File: config.mk
export PLATFORM = sky130hd
export DESIGN_NAME = bound_ctrl
export DESIGN_NICKNAME = d
export VERILOG_FILES = /design/src/rtl/bound_ctrl.sv
export SDC_FILE = /design/constraint.sdc
export NUM_CORES = 1
export LEC_CHECK = 0
export BUFFER_PORTS_ARGS = -buffer_cell sky130_fd_sc_hd__buf_2
export CORE_UTILIZATION = 60
export DETAILED_ROUTE_END_ITERATION = 7
export PLACE_DENSITY = 0.95
export SKIP_CTS_REPAIR_TIMING = 1
export SYNTH_ARGS = -nofsm -noshare
export SYNTH_HDL_FRONTEND = slang
export SYNTH_SLANG_ARGS = --single-unit
export TNS_END_PERCENT = 10
File: constraint.sdc
create_clock -name clk -period 9.8 [get_ports clk]
set_clock_uncertainty 0.05 [all_clocks]
set_input_delay 0.49 -clock clk [delete_from_list [all_inputs] [get_ports clk]]
set_output_delay 0.49 -clock clk [all_outputs]
set_load 0.01 [all_outputs]
File: src/rtl/bound_ctrl.sv
// Post-accumulation clamp sequencer: optional ReLU, symmetric bound,
// narrowing to D_BW, streamed downstream with last/done signalling.
module bound_ctrl #(
  parameter int D_BW   = 8,
  parameter int AB_BW  = 21,
  parameter int LEN_BW = 10
) (
  input  logic              clk,
  input  logic              rst_n,
  input  logic              i_start,
  input  logic [LEN_BW-1:0] i_len,
  input  logic [1:0]        i_bnd_sel,
  input  logic              i_relu_en,
  input  logic              i_valid,
  output logic              o_ready,
  input  logic [AB_BW-1:0]  i_acc_bias,
  output logic              o_valid,
  input  logic              i_ready,
  output logic [D_BW-1:0]   o_data,
  output logic              o_last,
  output logic              o_busy,
  output logic              o_done
);

  typedef enum logic [1:0] {
    IDLE,
    RUN,
    DONE
  } state_t;

  state_t state, nxt;

  logic [LEN_BW-1:0] len_q;
  logic [LEN_BW-1:0] in_cnt;
  logic [LEN_BW-1:0] out_cnt;
  logic [1:0]        bnd_q;
  logic              relu_q;

  logic up_xfer;
  logic dn_xfer;
  logic in_last;
  logic out_last;

  logic signed [AB_BW-1:0] v;
  logic signed [AB_BW-1:0] mx;
  logic signed [AB_BW-1:0] mn;
  logic [D_BW-1:0]         d_nxt;

  assign in_last  = in_cnt == len_q - LEN_BW'(1);
  assign out_last = out_cnt == len_q - LEN_BW'(1);
  assign up_xfer  = i_valid && o_ready;
  assign dn_xfer  = (state == RUN) && o_valid && i_ready;

  always_ff @(posedge clk) begin
    if (!rst_n) state <= IDLE;
    else        state <= nxt;
  end

  always_comb begin
    nxt = state;
    unique case (state)
      IDLE: begin
        if (i_start)
          nxt = (i_len == '0) ? DONE : RUN;
      end
      RUN: begin
        if (dn_xfer && out_last)
          nxt = DONE;
      end
      DONE:    nxt = IDLE;
      default: nxt = IDLE;
    endcase
  end

  always_comb begin
    o_ready = 1'b0;
    o_busy  = 1'b0;
    o_done  = 1'b0;
    unique case (state)
      RUN: begin
        o_busy  = 1'b1;
        o_ready = (in_cnt < len_q) &&
                  (!o_valid || i_ready);
      end
      DONE: begin
        o_busy = 1'b1;
        o_done = 1'b1;
      end
      default: ;
    endcase
  end

  // MIN is the bitwise complement of MAX for these power-of-two bounds
  always_comb begin
    v = $signed(i_acc_bias);
    if (relu_q && v[AB_BW-1])
      v = '0;
    mx = (AB_BW'(8) << bnd_q) - AB_BW'(1);
    mn = ~mx;
    if (v < mn)      d_nxt = mn[D_BW-1:0];
    else if (v > mx) d_nxt = mx[D_BW-1:0];
    else             d_nxt = v[D_BW-1:0];
  end

  always_ff @(posedge clk) begin
    if (!rst_n) begin
      len_q   <= '0;
      bnd_q   <= '0;
      relu_q  <= 1'b0;
      in_cnt  <= '0;
      out_cnt <= '0;
      o_valid <= 1'b0;
      o_data  <= '0;
      o_last  <= 1'b0;
    end else if (state == IDLE) begin
      if (i_start && i_len != '0) begin
        len_q   <= i_len;
        bnd_q   <= i_bnd_sel;
        relu_q  <= i_relu_en;
        in_cnt  <= '0;
        out_cnt <= '0;
        o_valid <= 1'b0;
        o_last  <= 1'b0;
      end
    end else if (state == RUN) begin
      if (up_xfer) begin
        o_data  <= d_nxt;
        o_valid <= 1'b1;
        o_last  <= in_last;
        in_cnt  <= in_cnt + LEN_BW'(1);
      end else if (dn_xfer) begin
        o_valid <= 1'b0;
        o_last  <= 1'b0;
      end
      if (dn_xfer)
        out_cnt <= out_cnt + LEN_BW'(1);
    end
  end

endmodule
==> out/metrics.cfg <==
[synthesis]
synth_cells=453
synth_area_leaders=dfxtp_1 (25%), ha_1 (18%), xnor2_1 (5.8%)
yosys.area.top_type=dfxtp_1
yosys.area.top_type_share_pct=24.8
synth_edf_count=0
yosysWarnings=0
synth_commonest_cells=ha_1 (51), dfxtp_1 (45), nand2_1 (38), nor2_1 (34), a21oi_1 (33)
avgSynthCellArea_um2=8.03
ys_seq_area_share_pct=24.8
syn_area_um2=3640
synthArstFlopShare_pct=0
yosysMostFrequentCell=ha_1
ys_seq_elements=45
synthFlopType=dfxtp_1
synth.distinct_cells=52

[grt]
grt_pass1_vias=3334
grt_antenna_before_repair=0
grt-ovfl-total=0
globalRouteTotalUtil_pct=28.5
grt_max_degree=25
grt_pass1_wl_mm=14.3

[placed_design]
gp_congestion=0.965
portBuffers=51
place_hpwl_mm=6.87
placedCellCount=575

[clock_tree]
clk_latency_ps=310
htree_levels=2
clockBufferDepth=2
cts.sink_count=45
tritoncts=yes
clockRootBuffer=clkbuf_8
numCtsBuffers=5
path_clk_slew_ps=90

[floorplanning]
chipWidth_um=79.9
initial_core_util_pct=61.8
die-height_um=79.9
core_um2=5890
die-area_um2=6380
rows=28
io_pins=52

[power]
p_per_area_nw_per_um2=129
leakage_nw=1.81
peakVddDrop_mv=0.0753
total_power_mw=0.526

[setup_path]
cp-startpoint=bnd_q[0]$_SDFFE_PN0P_
reg2reg_from=bnd_q[0]$_SDFFE_PN0P_
rrSetupSlack_ps=5910
end_kind=register
startpoint_type=register
r2r_cells=10
crit_fanout=11
critPathArrivalTime_ps=4100
criticalPathCategory=register to register
cp.required_ps=10010
r2r_end=o_data[7]$_SDFFE_PN0P_

[routing]
drc_errors=0
vias_per_cell=5.82
wl_mm=8.70
antenna_left=0
drt_iter0_drc=182
num_vias=3392
dr.pass1.iters=4
wl_per_cell_um=14.9

[final_layout]
utilization_pct=69.5
fill_cells=473
syn_to_final_growth_pct=12.3
n_antenna_cell=0
finalNonFillerCells=583
final_layout_size_suffix_gt1_share_pct=11.6
finalNetCount=597

[hold_path]
min_to=bnd_q[1]$_SDFFE_PN0P_
hold_depth=3
worstHoldStart=i_bnd_sel[1]
hold_class=primary input to register

[timing]
tns_ps=0
setup_viol=0
hold_ws_ps=367
fin_crit_ps=3890
post-route-period-util_pct=39.7
tightest_slew_ps=1190
max_freq_mhz=257
rsz0062_at_grt=no
slew_headroom_pct=20.5
slew_violations=0
finalHoldViolCount=0

[job]
maxCapViolations=0

[outcome]
status=complete, no violations

-- layout by cell type, fill, tap and decap left out, types with 3 or more instances in the layout --
cell,n
conb_1,14
buf_2,51
or3_1,8
nand4_1,14
mux2i_1,5
nand2_1,38
nor4_1,6
xor2_1,12
or4_1,7
a21o_1,3
dfxtp_1,45
and3_1,3
a2111oi_0,4
a21oi_1,33
xnor3_1,3
o21a_1,4
clkbuf_8,6
nand2b_1,4
inv_1,30
a22o_1,3
o211ai_1,5
nor2b_1,4
xnor2_1,24
nor2_1,34
o21ai_0,15
ha_1,51
and2_1,20
nor3_1,4
nand3_1,25
a211oi_1,7
-- critical path, cell delays in order (launching register included) --
cell	delay, ps
dfxtp_1	350
nor2_1	200
inv_1	110
ha_1	210
nand2b_1	330
ha_1	350
or4_1	540
a211o_1	300
a211oi_1	980
and4_1	310
or3_1	100
-- registers in the layout (all words and copies together), names as in the netlist --
signal and flops:
len_q 10, in_cnt 10, relu_q 1, o_data 8
state 2, o_valid 1, bnd_q 2, o_last 1
out_cnt 10
-- worst max-delay path by stage --
stage,cells past startpoint,endpoint,slack [ps]
floorplan,12,o_data[7]$_SDFFE_PN0P_,6380
global placement,11,o_data[7]$_SDFFE_PN0P_,5830
detailed placement,11,o_data[7]$_SDFFE_PN0P_,5810
CTS,10,o_data[7]$_SDFFE_PN0P_,5930
global route,10,o_data[7]$_SDFFE_PN0P_,5550
finish,10,o_data[7]$_SDFFE_PN0P_,5910
-- area by class of cell --
cell class	instances	area (um^2)	share of cell area [%]
Sequential cell	45	901	22.0
Timing Repair Buffer	51	255	6.24
Tap cell	75	93.8	2.30
Clock buffer	7	86.3	2.11
Clock inverter	1	30.0	0.735
Inverter	30	113	2.75
Multi-Input combinational cell	374	2610	63.8
-- cell families (layout without fill, tap and decap cells) --
group                    Yosys count  in the layout  share of synthesized area, %
buffers and inverters             46             89                          4.81
AND/OR/NAND/NOR                  174            174                          24.6
adder cells (fa/ha/maj)           51             51                          17.5
AO/OA/AOI/OAI                     91             91                          16.2
other                              2             14                         0.206
flip-flops                        45             45                          24.8
XOR/XNOR                          39             39                          10.5
multiplexers                       5              5                          1.38
-- power by group --
group / internal, mW / switching, mW
Sequential: 0.190 / 0.00937
Combinational: 0.0745 / 0.104
Clock: 0.0832 / 0.0647
Total: 0.347 / 0.178
-- per-layer routing --
metal | routed length, um | part of all wire [%] | up-vias | global-route usage, %
li1 | - | - | 1694 | -
met3 | 383 | 4.4 | 28 | 5.49
met1 | 3560 | 41 | 1580 | 29.5
met4 | 339 | 3.9 | 0 | 13.8
met2 | 4420 | 51 | 90 | 54.3
met5 | 0 | 0 | - | 0
-- stage by stage --
stage | worst slack, ps | instance area, um^2
floorplan | 6380 | 3680
global placement | 5830 | 3970
detailed placement | 5810 | 3970
CTS | 5930 | 4090
global route | 5550 | 4090
finish | 5910 | 4090
Note: power is estimated with default switching activity, not from simulation.
